===== src/rtl/multiword_addsub_seq_pkg.sv =====
// Shared definitions for the sequential multi-word adder/subtractor: FSM encoding and index sizing.
package multiword_addsub_seq_pkg;

  typedef enum logic [1:0] {
    IDLE = 2'b00,
    RUN  = 2'b01,
    DONE = 2'b10
  } state_t;

  // Smallest width able to index v distinct values (v >= 2).
  function automatic int clog2(input int v);
    int r;
    r = 0;
    for (int i = 0; i < 31; i++) begin
      if ((1 << i) < v) r = i + 1;
    end
    return r;
  endfunction

endpackage


===== src/rtl/multiword_addsub_seq_rca_nbit.sv =====
// n-bit ripple-carry adder used as the shared chunk adder.
// Purely combinational, no latency, no flow control.
module rca_nbit #(
  parameter int n = 4
) (
  input  logic [n-1:0] i_a,
  input  logic [n-1:0] i_b,
  input  logic         i_c,
  output logic [n-1:0] o_s,
  output logic         o_c
);

  logic [n:0] w_c;

  assign w_c[0] = i_c;

  genvar g;
  generate
    for (g = 0; g < n; g++) begin : g_fa
      assign o_s[g]   = i_a[g] ^ i_b[g] ^ w_c[g];
      assign w_c[g+1] = (i_a[g] & i_b[g]) | (w_c[g] & (i_a[g] ^ i_b[g]));
    end
  endgenerate

  assign o_c = w_c[n];

endmodule


===== src/rtl/multiword_addsub_seq.sv =====
// Multi-precision add/sub reusing one n-bit adder over WORDS cycles; result after WORDS+1 cycles.
// No backpressure: start is accepted only in IDLE and is dropped otherwise.
module multiword_addsub_seq
  import multiword_addsub_seq_pkg::*;
#(
  parameter int n     = 4,
  parameter int WORDS = 4
) (
  input  logic                 clk,
  input  logic                 rst_n,
  input  logic                 start,
  input  logic                 add_n,
  input  logic [n*WORDS-1:0]   x,
  input  logic [n*WORDS-1:0]   y,
  output logic                 busy,
  output logic                 done,
  output logic [n*WORDS-1:0]   s,
  output logic                 c_out,
  output logic                 over_flow
);

  localparam int N    = n * WORDS;
  localparam int IDXW = clog2(WORDS);

  state_t            r_state;
  state_t            w_next_state;
  logic [N-1:0]      r_x;
  logic [N-1:0]      r_y;
  logic              r_add_n;
  logic              r_carry;
  logic [IDXW-1:0]   r_idx;
  logic [N-1:0]      r_s;
  logic              r_c_out;
  logic              r_ovf;

  logic [n-1:0]      w_a;
  logic [n-1:0]      w_b;
  logic [n-1:0]      w_sum;
  logic              w_co;
  logic              w_last;
  logic              w_ye;
  logic              w_sm;

  // Subtraction is x + ~y + 1: the +1 enters as the initial carry.
  assign w_a    = r_x[r_idx*n +: n];
  assign w_b    = r_y[r_idx*n +: n] ^ {n{r_add_n}};
  assign w_last = (r_idx == IDXW'(WORDS - 1));
  assign w_ye   = r_y[N-1] ^ r_add_n;
  assign w_sm   = w_sum[n-1];

  rca_nbit #(.n(n)) u_rca (
    .i_a (w_a),
    .i_b (w_b),
    .i_c (r_carry),
    .o_s (w_sum),
    .o_c (w_co)
  );

  always_ff @(posedge clk or negedge rst_n) begin
    if (!rst_n) r_state <= IDLE;
    else        r_state <= w_next_state;
  end

  always_comb begin
    w_next_state = r_state;
    case (r_state)
      IDLE:    if (start) w_next_state = RUN;
      RUN:     if (w_last) w_next_state = DONE;
      DONE:    w_next_state = IDLE;
      default: w_next_state = IDLE;
    endcase
  end

  always_ff @(posedge clk or negedge rst_n) begin
    if (!rst_n) begin
      r_x     <= '0;
      r_y     <= '0;
      r_add_n <= 1'b0;
      r_carry <= 1'b0;
      r_idx   <= '0;
      r_s     <= '0;
      r_c_out <= 1'b0;
      r_ovf   <= 1'b0;
    end else begin
      case (r_state)
        IDLE: begin
          if (start) begin
            r_x     <= x;
            r_y     <= y;
            r_add_n <= add_n;
            r_carry <= add_n;
            r_idx   <= '0;
          end
        end
        RUN: begin
          r_s[r_idx*n +: n] <= w_sum;
          r_carry           <= w_co;
          if (w_last) begin
            r_c_out <= w_co;
            r_ovf   <= (r_x[N-1] & w_ye & ~w_sm) | (~r_x[N-1] & ~w_ye & w_sm);
          end else begin
            r_idx <= r_idx + 1'b1;
          end
        end
        default: ;
      endcase
    end
  end

  assign busy      = (r_state == RUN);
  assign done      = (r_state == DONE);
  assign s         = r_s;
  assign c_out     = r_c_out;
  assign over_flow = r_ovf;

endmodule


===== config.mk =====
export PLATFORM = sky130hd
export DESIGN_NAME = multiword_addsub_seq
export DESIGN_NICKNAME = d
export VERILOG_FILES = /design/src/rtl/multiword_addsub_seq_pkg.sv /design/src/rtl/multiword_addsub_seq_rca_nbit.sv /design/src/rtl/multiword_addsub_seq.sv
export SDC_FILE = /design/constraint.sdc
export NUM_CORES = 1
export LEC_CHECK = 0
export CAP_MARGIN = 20
export CORE_MARGIN = 2
export CORE_UTILIZATION = 51
export DETAILED_ROUTE_END_ITERATION = 10
export PLACE_DENSITY = 0.78
export SLEW_MARGIN = 20
export SYNTH_ARGS = -nofsm -noshare
export SYNTH_HDL_FRONTEND = slang
export SYNTH_SLANG_ARGS = --single-unit

===== constraint.sdc =====
create_clock -name clk -period 3.5 [get_ports clk]
set_input_delay 0.7 -clock clk [delete_from_list [all_inputs] [get_ports clk]]
set_output_delay 0.7 -clock clk [all_outputs]
set_load 0.005 [all_outputs]

Word-level counts from Yosys, hierarchy flattened
Index checks and enable logic that the tools add are counted.
- add/sub/neg operators: 2
- equal/unequal tests: 6
- shift operators: 4
- mux-type cells: 9
- bitwise logic cells: 30
- reduce and logical (&&, ||, !) cells: 7
- operators by type and width (kind ; number):
    $neg A4 Y34 ; 1
    $shift A4 B34 Y16 const A ; 1
    $shiftx A4 B34 Y16 ; 1
    $shiftx A16 B5 Y4 ; 2
    $bwmux W16 ; 1
    $and A1 B1 Y1 ; 12
    $xor A1 B1 Y1 ; 9
    $mux W2 ; 4
    $pmux W2 S2 ; 2
    $reduce_and A2 Y1 ; 4
    $or A1 B1 Y1 ; 5
    $eq A2 B2 Y1 const B ; 2
    $ne A2 B2 Y1 const B ; 2
    $xor A4 B4 Y4 ; 1
    $not A1 Y1 ; 3
    $reduce_and A3 Y1 ; 1
    $add A2 B1 Y2 const B ; 1
    $eq A2 B1 Y1 const B ; 1
    $logic_not A2 Y1 ; 1
    $ne A2 B1 Y1 const B ; 1
    $pmux W1 S2 ; 1
    $reduce_bool A2 Y1 ; 1
    $mux W1 ; 1
- flip-flop bits (word level): 56
- input port bits: 36
- output and inout bits: 20
- word-level logic and storage cells: 67

Depth between registers and ports, before layout
Gate-level depths: netlist of the first run.
- word-level depth: 13
- depth in mapped cells: 11
- depth with buffers taken out: 10

Cells and area by module
Synthesis of the first run repeated with hierarchy kept, for this count alone.
- cell total of the unflattened synthesis: 195
- area, all modules: 2718.9 um2
- modules (own cells, without submodules) (module ; instances ; cells an instance ; area an instance (um2) ; sequential area each (um2)):
    multiword_addsub_seq ; 1 ; 181 ; 2601.2 ; 1401.3
    rca_nbit ; 1 ; 14 ; 117.6 ; 0.0

Worst setup path before layout of the first run
No wires, ideal clock.
- path type: register to register
- start: register r_idx[0]
- end: register r_ovf, in the netlist over_flow
- library setup time: 0.082 ns
- data arrival time: 3.120 ns
- required time: 3.418 ns
- path slack: 0.298 ns
- stages on the path, launching flop included: 9
- buffers on the path: 1
- period minus slack after synthesis: 3.202 ns
- cells stage by stage: dfrtp_1 buf_4 mux4_2 xnor2_1 fa_1 fa_1 fa_1 or3_1 a31oi_1
- longest elaborated chain between the ends: 13
- elaborated cells on any way between the ends: 23
- classes of those cells: eq/ne (1); shift (2); bitwise (19); reduce/logical (1)
- RTL lines (element ; line ; source):
    from (decl) ; multiword_addsub_seq.sv:31 ; logic [IDXW-1:0] r_idx;
    from (signal assigned) ; multiword_addsub_seq.sv:102 ; r_idx <= r_idx + 1'b1;
    $shiftx A16 B5 Y4 ; multiword_addsub_seq.sv:46 ; assign w_b = r_y[r_idx*n +: n] ^ {n{r_add_n}};
    $xor A4 B4 Y4 ; multiword_addsub_seq.sv:46 ;
    $xor A1 B1 Y1 ; multiword_addsub_seq_rca_nbit.sv:21 ; assign w_c[g+1] = (i_a[g] & i_b[g]) | (w_c[g] & (i_a[g] ^ i_b[g]));
    $and A1 B1 Y1 ; multiword_addsub_seq_rca_nbit.sv:21 ;
    $or A1 B1 Y1 ; multiword_addsub_seq_rca_nbit.sv:21 ;
    $and A1 B1 Y1 ; multiword_addsub_seq_rca_nbit.sv:21 ;
    $or A1 B1 Y1 ; multiword_addsub_seq_rca_nbit.sv:21 ;
    $and A1 B1 Y1 ; multiword_addsub_seq_rca_nbit.sv:21 ;
    $or A1 B1 Y1 ; multiword_addsub_seq_rca_nbit.sv:21 ;
    $xor A1 B1 Y1 ; multiword_addsub_seq_rca_nbit.sv:20 ; assign o_s[g] = i_a[g] ^ i_b[g] ^ w_c[g];
    $not A1 Y1 ; multiword_addsub_seq.sv:100 ; r_ovf <= (r_x[N-1] & w_ye & ~w_sm) | (~r_x[N-1] & ~w_ye & w_sm);
    $and A1 B1 Y1 ; multiword_addsub_seq.sv:100 ;
    $or A1 B1 Y1 ; multiword_addsub_seq.sv:100 ;
    to (signal assigned) ; multiword_addsub_seq.sv:100 ;
    to (decl) ; multiword_addsub_seq.sv:34 ; logic r_ovf;
Several ways; a longest one is shown, not always the timed one.
A chain may end at the register's enable or synchronous reset.

Final worst setup path of the first run
Ends and elaborated chain as after synthesis.

==> qor.yml, run 1 <==
clock_tree:
  cts_buffers: 5
  clk_latency_ps: 300
  clockBufferDepth: 2
  cts_resized: 0
  clock-sinks: 56
  cts-root-buf: "clkbuf_8"
  cts_hold_buf: 0
  post-cts-setup-buffer-count: 0
  htree_num_levels: 2
  clk_pin_slew_ps: 100
  tritoncts: "built"
sta:
  max_slew_margin_pct: 59.8
  fmax_ghz: 0.311
  worst_pin_slew_ps: 603
  finalHoldViolations: 0
  setup_viol: 0
  tns_ps: 0
  clock_skew_ps: 8.18
  finalCritPeriodShare_pct: 91.8
  hold_ws_ps: 391
  min_period_ps: 3210
  grt_setup_unrepaired: "false"
  slew_viol_final: 0
synthesis:
  ys_ff_latch: 56
  ys_seq_area_share_pct: 53.2
  yosysUniqueCellTypes: 30
  syn_area_um2: 2630
  syn_avg_cell_area_um2: 14.4
  synth_top_family_by_area: "multiplexers"
  syn_nets: 229
  synth-xor-area-share_pct: 1.66
  synthMuxAreaShare_pct: 21.4
  synthArstFlopShare_pct: 100
  synth_adder_area_share_pct: 5.89
  synth_edf_count: 0
  ys_warn_count: 0
  synth-compound-area-share_pct: 6.27
  synth-simple-area-share_pct: 7.41
  syn_inst: 183
  synthFlopType: "dfrtp_1"
critical_path:
  start_kind: "flip-flop"
  worstSetupPathType: "flip-flop to flip-flop"
  cp_data_required_time_ps: 3730
  r2r_cells: 8
  end_kind: "flip-flop"
  arrival_ps: 3440
  crit_fanout: 14
  reg2reg_slack_ps: 290
final_layout:
  nets: 288
  nFillCells: 385
  layout_commonest_cell: "dfrtp_1"
  final_area_um2: 3330
  drive_above_1_share_pct: 26.3
  multi_input_area_um2: 1120
  antenna_cells: 0
  final_cells: 313
  seq_area_um2: 1400
  fin_util_pct: 66.0
  syn_to_final_growth_pct: 26.5
  layout_common_cells: "dfrtp_1, clkdlybuf4s50_1, mux2_2"
die:
  row_count: 26
  core_um2: 5040
  die_y_um: 75.8
  dieArea_um2: 5750
  io_pins: 56
  start_util_pct: 52.2
  die_width_um: 75.8
drt:
  drt-vias-per-instance: 5.28
  drtIter0Drc: 73
  post-route-drc-count: 0
  final_antenna_net_count: 0
  drt-wirelength-per-cell_um: 15.8
  num_vias: 1652
  first_pass_iters: 4
  drt-total-wl_um: 4940
global_routing:
  grtUsageMet2_pct: 34.1
  grt_max_degree: 35
  first_global_vias: 1708
  use_met3_pct: 4.37
  grt_pass1_wl_um: 8390
  track_usage_pct: 19.9
  grt_use_met1_pct: 26.0
  top_usage_layer: "met2"
  antenna_found_initial: 0
  grt_remaining_overflow: 0
place:
  dp_cells: 305
  dp_hpwl_um: 3710
  io_buffers: 55
  placed_area_um2: 3240
  place_congestion: 0.760
outcome:
  status: "completed"
power:
  p_leak_uw: 0.00141
  power_density_nw_per_um2: 1010
  vdd_drop_max_mv: 0.724
run:
  maxCapViolations: 0
min_path:
  min_path_type: "input pin to async pin"
Yosys cell counts (all sizes together), types with 2 or more instances:
master	number	area share (%)
a31oi	2	0.48
o21ai	11	2.7
nand4	2	0.48
nor2	2	0.29
mux4	8	6.8
nor3b	2	1.0
fa	4	3.0
buf	8	2.6
inv	11	1.6
mux2	34	15
dfrtp	56	53
nand3b	3	1.8
xnor2	3	1.0
ha	6	2.9
o2bb2ai	8	2.7
nand2	12	1.7
nor2b	2	0.48
xor2	2	0.67
state kept, by name (all words and copies together) (netlist names):
register / cells
r_x: 16
r_y: 16
s: 16
r_idx: 2
r_state: 2
c_out: 1
over_flow: 1
r_add_n: 1
r_carry: 1
kinds of logic (layout without fill, tap and decap cells):
| group | count (synthesis) | count (layout) |
|---|---|---|
| flip-flops | 56 | 56 |
| multiplexers | 42 | 42 |
| AND/OR/NAND/NOR | 28 | 28 |
| AO/OA/AOI/OAI | 23 | 23 |
| buffers and inverters | 19 | 79 |
| adder cells (fa/ha/maj) | 10 | 10 |
| XOR/XNOR | 5 | 5 |
final cells by class:
| cell class | count | area share, % |
|---|---|---|
| clock buffers | 7 | 2.59 |
| clock inverters | 1 | 0.225 |
| inverters | 11 | 1.24 |
| multi-input cells | 108 | 33.7 |
| flip-flops and latches | 56 | 42.1 |
| well taps | 70 | 2.63 |
| repair buffers | 60 | 17.5 |
through the flow:
step	power, uW	setup WS (ps)
after floorplan	2400	298
after global placement	2960	374
after detailed placement	3020	295
after CTS	3390	272
after global routing	3640	102
final	3350	288
worst max-delay path, stage by stage, from the launching register on:
cell	delay, ps
dfrtp_1	380
buf_4	250
mux4_2	550
xnor2_1	170
fa_1	420
fa_1	400
fa_1	450
or3_1	350
a31oi_1	170
final timing paths:
check,start,end
max reg2reg,r_idx[0],over_flow
max in group asynchronous,rst_n,r_idx[0]
min reg2reg,s[0],s[0]
min in group clk,s[0],s[0]
min,rst_n,r_x[1]
max,r_idx[0],over_flow
metal layers:
| layer | vias to the layer above | routed length, um |
|---|---|---|
| met2 | 47 | 2540 |
| met4 | 0 | 25 |
| met5 | - | 0 |
| met1 | 831 | 2130 |
| li1 | 770 | - |
| met3 | 4 | 248 |
report_power, final:
group	total [uW]	internal (uW)	switching, uW
registers	1140	933	210
logic	1850	949	896
clock network	363	161	202
No activity file was read; power rests on OpenSTA's default activity.
==> inputs of run 2 (changes only) <==
Settings changed: SETUP_SLACK_MARGIN set to 0.2.
==> qor.yml, run 2 (synthesis results as in run 1) <==
final_layout:
  layout_common_cells: "dfrtp_1, clkdlybuf4s50_1, mux2_2"
  syn_to_final_growth_pct: 27.1
  nFillCells: 381
  antenna_cells: 0
  nets: 288
  fin_util_pct: 66.4
  layout_commonest_cell: "dfrtp_1"
  drive_above_1_share_pct: 27.6
global_routing:
  antenna_found_initial: 0
  first_global_vias: 1708
  grt_pass1_wl_um: 8390
  grt_remaining_overflow: 0
  grt_max_degree: 35
  track_usage_pct: 19.9
critical_path:
  cp_data_required_time_ps: 3730
  arrival_ps: 3380
  end_kind: "flip-flop"
  start_kind: "flip-flop"
  worstSetupPathType: "flip-flop to flip-flop"
  crit_fanout: 2
clock_tree:
  clk_pin_slew_ps: 100
  cts_resized: 0
  clock-sinks: 56
  clockBufferDepth: 2
  post-cts-setup-buffer-count: 0
  htree_num_levels: 2
  cts_hold_buf: 0
  cts_buffers: 5
  tritoncts: "built"
  cts-root-buf: "clkbuf_8"
  clk_latency_ps: 310
drt:
  drt-total-wl_um: 5070
  post-route-drc-count: 0
  final_antenna_net_count: 0
  drt-wirelength-per-cell_um: 16.2
  first_pass_iters: 4
  drt-vias-per-instance: 5.21
  drtIter0Drc: 87
  num_vias: 1631
sta:
  fmax_ghz: 0.317
  setup_viol: 0
  finalCritPeriodShare_pct: 90.0
  tns_ps: 0
  slew_viol_final: 0
  finalHoldViolations: 0
  grt_setup_unrepaired: "false"
  min_period_ps: 3150
  worst_pin_slew_ps: 601
  max_slew_margin_pct: 59.9
  clock_skew_ps: 11.8
power:
  power_density_nw_per_um2: 1020
  vdd_drop_max_mv: 0.739
  finalPower_uw: 3420
  p_leak_uw: 0.00141
run:
  maxCapViolations: 0
die:
  io_pins: 56
  die_y_um: 75.8
  row_count: 26
  dieArea_um2: 5750
  core_um2: 5040
  die_width_um: 75.8
  start_util_pct: 52.2
outcome:
  status: "completed"
min_path:
  min_path_type: "input pin to async pin"
place:
  io_buffers: 55
  dp_hpwl_um: 3710
  place_congestion: 0.760
run 2: layer usage:
metal	track usage, %	vias up	part of all wire [%]
met2	34.1	47	52
li1	-	764	-
met4	4.68	0	0.49
met1	26.0	816	43
met3	4.37	4	4.8
met5	0	-	0
run 2: where the power goes:
part / internal (uW) / total (uW) / switching, uW
Sequential: 933 / 1150 / 220
Clock: 161 / 365 / 204
Combinational: 983 / 1900 / 921
run 2: path summary, 6_finish.rpt:
check	to	start	cells after the start	slack, ps
setup / recovery	over_flow	r_idx[0]	9	350
hold / removal	r_x[1]	rst_n	1	390
setup reg to reg	over_flow	r_idx[0]	9	350
hold reg to reg	s[0]	s[0]	2	490
max in group asynchronous	r_idx[0]	rst_n	2	2310
min in group clk	s[0]	s[0]	2	490
run 2: metrics by stage:
stage                     hold WS (ps)  instance area (um2)  std cells  setup slack [ps]
after global routing               426                 3350        313               199
after global placement             461                 3240        305               374
after detailed placement           471                 3240        305               295
final                              385                 3350        313               350
after floorplan                    404                 2630        183               298
after CTS                          413                 3330        313               272
run 2: worst max-delay path, cell delays in order (launching register included):
cell     delay [ps]
dfrtp_1         390
mux4_2          540
xor2_2          180
fa_2            230
inv_1            50
fa_1            380
fa_2            350
fa_1            450
or3_1           350
a31oi_1         170
run 2: cell type report:
| cell class | count | area [um2] | area share, % |
|---|---|---|---|
| clock buffers | 7 | 86.3 | 2.58 |
| clock inverters | 1 | 7.51 | 0.224 |
| inverters | 11 | 41.3 | 1.23 |
| multi-input cells | 108 | 1130 | 33.9 |
| flip-flops and latches | 56 | 1400 | 41.9 |
| well taps | 70 | 87.6 | 2.62 |
| repair buffers | 60 | 587 | 17.5 |
